<file path="src/rtl/hazard_sequencer.sv">
// Stall/flush controller for the five-stage pipeline: load-use bubbles, branch redirects,
// and a RUN/MEM_WAIT/TIMEOUT memory-wait FSM. Optional macro HAZARD_PERF_COUNTERS_EN adds counters.
module hazard_sequencer #(
  parameter int MEM_TIMEOUT   = 64,
  parameter int TIMEOUT_WIDTH = 8
) (
  input  logic                     CLOCK,
  input  logic                     RESET,
  input  logic [4:0]               ID_RegisterRS_IN,
  input  logic [4:0]               ID_RegisterRT_IN,
  input  logic                     ID_UsesRS_IN,
  input  logic                     ID_UsesRT_IN,
  input  logic                     IDEXE_MemRead_IN,
  input  logic [4:0]               IDEXE_WriteRegister_IN,
  input  logic                     BranchTaken_IN,
  input  logic                     MemRequest_IN,
  input  logic                     MemReady_IN,
  output logic                     PC_STALL_OUT,
  output logic                     IFID_STALL_OUT,
  output logic                     IFID_FLUSH_OUT,
  output logic                     IDEXE_STALL_OUT,
  output logic                     IDEXE_FLUSH_OUT,
  output logic                     EXEMEM_STALL_OUT,
  output logic                     MEMWB_FLUSH_OUT,
  output logic                     MemTimeout_OUT,
  output logic [1:0]               o_dbg_state,
  output logic [TIMEOUT_WIDTH-1:0] o_dbg_wait_count
`ifdef HAZARD_PERF_COUNTERS_EN
  ,
  output logic [31:0]              StallCycles_OUT,
  output logic [31:0]              FlushCount_OUT
`endif
);

  typedef enum logic [1:0] {
    ST_RUN      = 2'd0,
    ST_MEM_WAIT = 2'd1,
    ST_TIMEOUT  = 2'd2
  } state_t;

  localparam logic [TIMEOUT_WIDTH-1:0] LP_LAST_WAIT = TIMEOUT_WIDTH'(MEM_TIMEOUT - 1);
  localparam logic [TIMEOUT_WIDTH-1:0] LP_ONE       = TIMEOUT_WIDTH'(1);

  state_t                   r_state;
  logic [TIMEOUT_WIDTH-1:0] r_wait_count;

  logic w_freeze;
  logic w_load_use;

  assign w_freeze = ((r_state == ST_RUN) && MemRequest_IN && !MemReady_IN) ||
                    ((r_state == ST_MEM_WAIT) && !MemReady_IN) ||
                    (r_state == ST_TIMEOUT);

  assign w_load_use = IDEXE_MemRead_IN && (IDEXE_WriteRegister_IN != 5'd0) &&
                      ((ID_UsesRS_IN && (ID_RegisterRS_IN == IDEXE_WriteRegister_IN)) ||
                       (ID_UsesRT_IN && (ID_RegisterRT_IN == IDEXE_WriteRegister_IN)));

  // Priority FREEZE > load-use > branch; a masked branch re-resolves once the pipe moves again.
  always_comb begin
    PC_STALL_OUT     = 1'b0;
    IFID_STALL_OUT   = 1'b0;
    IFID_FLUSH_OUT   = 1'b0;
    IDEXE_STALL_OUT  = 1'b0;
    IDEXE_FLUSH_OUT  = 1'b0;
    EXEMEM_STALL_OUT = 1'b0;
    MEMWB_FLUSH_OUT  = 1'b0;
    MemTimeout_OUT   = 1'b0;
    if (!RESET) begin
      MemTimeout_OUT = (r_state == ST_TIMEOUT);
      if (w_freeze) begin
        PC_STALL_OUT     = 1'b1;
        IFID_STALL_OUT   = 1'b1;
        IDEXE_STALL_OUT  = 1'b1;
        EXEMEM_STALL_OUT = 1'b1;
        MEMWB_FLUSH_OUT  = 1'b1;
      end else if (w_load_use) begin
        PC_STALL_OUT    = 1'b1;
        IFID_STALL_OUT  = 1'b1;
        IDEXE_FLUSH_OUT = 1'b1;
      end else if (BranchTaken_IN) begin
        IFID_FLUSH_OUT = 1'b1;
      end
    end
  end

  always_ff @(posedge CLOCK) begin
    if (RESET) begin
      r_state      <= ST_RUN;
      r_wait_count <= '0;
    end else begin
      case (r_state)
        ST_RUN: begin
          if (MemRequest_IN && !MemReady_IN) begin
            r_state      <= ST_MEM_WAIT;
            r_wait_count <= LP_ONE;
          end
        end
        ST_MEM_WAIT: begin
          if (MemReady_IN) begin
            r_state      <= ST_RUN;
            r_wait_count <= '0;
          end else if (r_wait_count == LP_LAST_WAIT) begin
            r_state <= ST_TIMEOUT;
          end else begin
            r_wait_count <= r_wait_count + LP_ONE;
          end
        end
        ST_TIMEOUT: r_state <= ST_TIMEOUT;
        default: begin
          r_state      <= ST_RUN;
          r_wait_count <= '0;
        end
      endcase
    end
  end

  assign o_dbg_state      = r_state;
  assign o_dbg_wait_count = r_wait_count;

`ifdef HAZARD_PERF_COUNTERS_EN
  logic [31:0] r_stall_cycles;
  logic [31:0] r_flush_count;

  always_ff @(posedge CLOCK) begin
    if (RESET) begin
      r_stall_cycles <= '0;
      r_flush_count  <= '0;
    end else begin
      if (PC_STALL_OUT && (r_stall_cycles != 32'hFFFF_FFFF))
        r_stall_cycles <= r_stall_cycles + 32'd1;
      if ((IFID_FLUSH_OUT || IDEXE_FLUSH_OUT) && (r_flush_count != 32'hFFFF_FFFF))
        r_flush_count <= r_flush_count + 32'd1;
    end
  end

  assign StallCycles_OUT = r_stall_cycles;
  assign FlushCount_OUT  = r_flush_count;
`endif

endmodule

</file>
<file path="config.mk">
export PLATFORM = sky130hd
export DESIGN_NAME = hazard_sequencer
export DESIGN_NICKNAME = d
export VERILOG_FILES = /design/src/rtl/hazard_sequencer.sv
export SDC_FILE = /design/constraint.sdc
export NUM_CORES = 1
export LEC_CHECK = 0
export ABC_CLOCK_PERIOD_IN_PS = 2400
export CAP_MARGIN = 10
export CORE_MARGIN = 2
export CORE_UTILIZATION = 38
export DETAILED_ROUTE_END_ITERATION = 10
export PLACE_DENSITY = 0.77
export SYNTH_ARGS = -nofsm -noshare
export SYNTH_HDL_FRONTEND = slang
export SYNTH_SLANG_ARGS = --single-unit
</file>
<file path="constraint.sdc">
create_clock -name CLOCK -period 2.4 [get_ports CLOCK]
set_clock_uncertainty 0.05 [all_clocks]
set_input_delay 0.6 -clock CLOCK [delete_from_list [all_inputs] [get_ports CLOCK]]
set_output_delay 0.6 -clock CLOCK [all_outputs]
set_load 0.01 [all_outputs]
</file>
==> summary.txt <==
Die
  • Initial Util: 39.3%
  • CORE AREA: 1900 µm²
  • Die width: 48.4 µm
  • Die ar.: 2340 µm²
  • Ports: 41
  • Chip height: 48.4 µm
  • Row count: 16

Setup path
  • R2r setup slk: 0.63 ns
  • Crit path kind: in -> out
  • R2R Path End: o_dbg_wait_count[2]$_SDFFE_PP0P_
  • Crit Path Max Fanout: 2
  • Crit-path cells: clkdlybuf4s15_1 > xor2_1 > nor4_1 > a32oi_1 > buf_4 > o31ai_4 > buf_2
  • Critical path's top delay family: buffers and inverters
  • Crit path largest cell delay: 0.25 ns
  • Setup crit start kind: input pin
  • Worst R2R Start: o_dbg_wait_count[0]$_SDFFE_PP0P_
  • Arr. time, crit path: 1.76 ns
  • WP data required: 1.75 ns
  • Reg2Reg Depth: 5
  • Setup crit end kind: primary output
  • CP bufs+invs: 3
  • Slowest cell on crit path: nor4_1

Flow run
  • Max_cap viols: 0

STA
  • Tmin final: 2.41 ns
  • Final slew viol count: 0
  • Max Fclk: 415 MHz
  • RSZ-0062 raised after global routing: yes
  • Final setup viols: 3
  • Worst setup margin: -0.0106 ns
  • Worst slew pin tran: 0.365 ns
  • Ratio of final minimum period to clock period: 100%
  • Slew headroom: 75.6%
  • Final Hold Viols: 0

Min path
  • Min-delay src: o_dbg_wait_count[7]$_SDFFE_PP0P_
  • Hold Path Sink: o_dbg_wait_count[7]$_SDFFE_PP0P_
  • Hold Path Depth: 2
  • HP Class: reg -> reg

CTS
  • TritonCTS Buffers: 3
  • CTS tree: yes
  • Htree depth: 1
  • CTS sink cnt: 10
  • Clock latency on the worst-skew pair: 0.27 ns
  • Clk buf depth: 2
  • Worst-path clk slew: 0.06 ns
  • CTS Root Cell: clkbuf_4

GRT
  • Tot GR Track Use: 19.5%
  • Total grt overflow: 0
  • First-pass GRT wire length: 3.58 mm
  • Number of global-route vias before repair: 845
  • Largest net degree at the start of global routing: 12
  • Initial antenna violation count: 0

Logic synthesis
  • Syn Area/Cell: 8.05 µm²
  • #FFs+latches synth: 10
  • Syn nets: 117
  • Synth top area cells: dfxtp_1, xor2_1, a21oi_1
  • Top cell type's share of synthesized area: 26.8%
  • Seq/Total Area, Yosys: 26.8%
  • Largest area contributor in the netlist: dfxtp_1
  • Post-synth ARST share: 0%
  • Post-synth cell types: 36
  • Synth Instances: 93
  • Mapped cell area: 748 µm²
  • Most common cell in the synthesized netlist: dfxtp_1
  • Post-synth top flop: dfxtp_1
  • EDFF count, synth: 0
  • Synth cell count leaders: dfxtp_1, a21oi_1, o21ai_0, xor2_1
  • Syn. warnings: 0

Power and ir drop
  • Net Sw Power: 110 µW
  • Switch share: 27.3%
  • Worst VDD drop: 0.245 mV
  • PwrDens: 318 nW/µm²
  • Int Pwr: 293 µW
  • Sequential share of power: 42.5%
  • Gate power share: 29.2%
  • Leak pwr: 0.511 nW
  • Clock network power share: 28.4%

Finish
  • Syn-to-layout area delta: 69.9%
  • Share of layout cells above drive strength 1: 28.1%
  • Final #Nets: 172
  • Ant diodes: 0
  • Fillcell total: 179
  • Non-filler cells, final: 173

Drt
  • DR vias: 947
  • DRC: 0
  • Wire per inst: 12.9 µm
  • Via density: 5.47
  • Remaining antenna violation count after routing: 0
  • Pre-antenna DRT Iters: 4
  • Initial DRC count: 13
  • Post-Route WL: 2.23 mm

Run status
  • Failing checks: setup timing
  • Status: complete, but fails checks

Placement
  • Hpwl dp: 1.78 mm
  • Buffers on Ports: 40
  • Placer congestion estimate: 0.797
  • Pre-CTS WS: -0.877 ns
  • Placed insts: 166
stage by stage:
stage	TNS, ns	total power, mW	hold slack [ns]	util (%)	area [µm²]
after floorplan	0	0.220	0.473	-	753
after global placement	-4.61	0.293	0.454	65.0	1240
after global routing	-0.425	0.428	0.506	66.8	1270
after detailed placement	-5.03	0.295	0.459	65.0	1240
final	-0.0291	0.404	0.470	66.8	1270
after CTS	-0.322	0.408	0.469	66.6	1270
layout make-up:
cell class | count | area (µm²) | share of cell area [%]
timing repair buffer | 55 | 462 | 36.3
multi-input combinational | 77 | 549 | 43.2
tap | 27 | 33.8 | 2.66
clock buffer | 3 | 22.5 | 1.77
inverter | 1 | 3.75 | 0.295
sequential | 10 | 200 | 15.7
worst max path at each step:
stage | from | end | slack [ns] | cells past startpoint
floorplan | IDEXE_WriteRegister_IN[1] | PC_STALL_OUT | 0.06 | 4
global placement | IDEXE_WriteRegister_IN[2] | IFID_STALL_OUT | -0.82 | 6
detailed placement | IDEXE_WriteRegister_IN[2] | PC_STALL_OUT | -0.88 | 6
CTS | ID_RegisterRT_IN[1] | PC_STALL_OUT | -0.12 | 7
global route | ID_RegisterRT_IN[1] | IFID_STALL_OUT | -0.12 | 7
finish | ID_RegisterRS_IN[2] | PC_STALL_OUT | -0.01 | 7
power by group through the flow:
stage	logic (mW)	clock network [mW]	registers, mW
after floorplan	0.0446	0	0.176
after global placement	0.118	0	0.175
after detailed placement	0.120	0	0.175
after CTS	0.117	0.120	0.171
after global routing	0.127	0.129	0.171
final	0.118	0.115	0.171
cells by family after synthesis:
logic type	share of synthesized area, %
DFF	26.8
xor gates and xnor gates	11.7
and+or+nand+nor	27.8
buffers and inverters	5.02
AOI/OAI and AO/OA	27.1
adders and majority gates	1.67
flip-flops by register name, indices dropped and copies added, names as in the netlist:
signal,cells
o_dbg_wait_count,8
o_dbg_state,2
cell usage in the layout (no fill, tap or decap), types with 4 or more instances in the layout:
cell type         n
buf_4            15
a21oi_1           8
clkdlybuf4s15_1   4
xor2_1            8
dlygate4sd2_1     9
buf_2             8
nand2_1           7
dfxtp_1          10
buf_6             4
o21ai_0           7
clkdlybuf4s50_1  14
nor2_1            7
layer usage:
layer / up-vias / global-route usage (%) / routed length (µm) / share of wire (%)
li1: 459 / - / - / -
met1: 438 / 22.3 / 903 / 40
met2: 41 / 32.4 / 1100 / 49
met3: 9 / 7.10 / 171 / 7.7
met4: 0 / 9.05 / 56 / 2.5
met5: - / 0 / 0 / 0
tightest hold or removal path: cells and delay by family, from the launching register on:
family             cells  cell delay (ns)
AOI/OAI and AO/OA      1             0.06
DFF                    1             0.34
and+or+nand+nor        1             0.07
what timing repair did:
item / CTS / global route
hold buffers: 0 / 0
setup buffers: 4 / 0
gates cloned: 0 / 0
endpoints found under the setup margin: 8 / 4
pin swaps: 10 / 4
resized for setup: 76 / 4
Power figures use the tool's default switching activity.
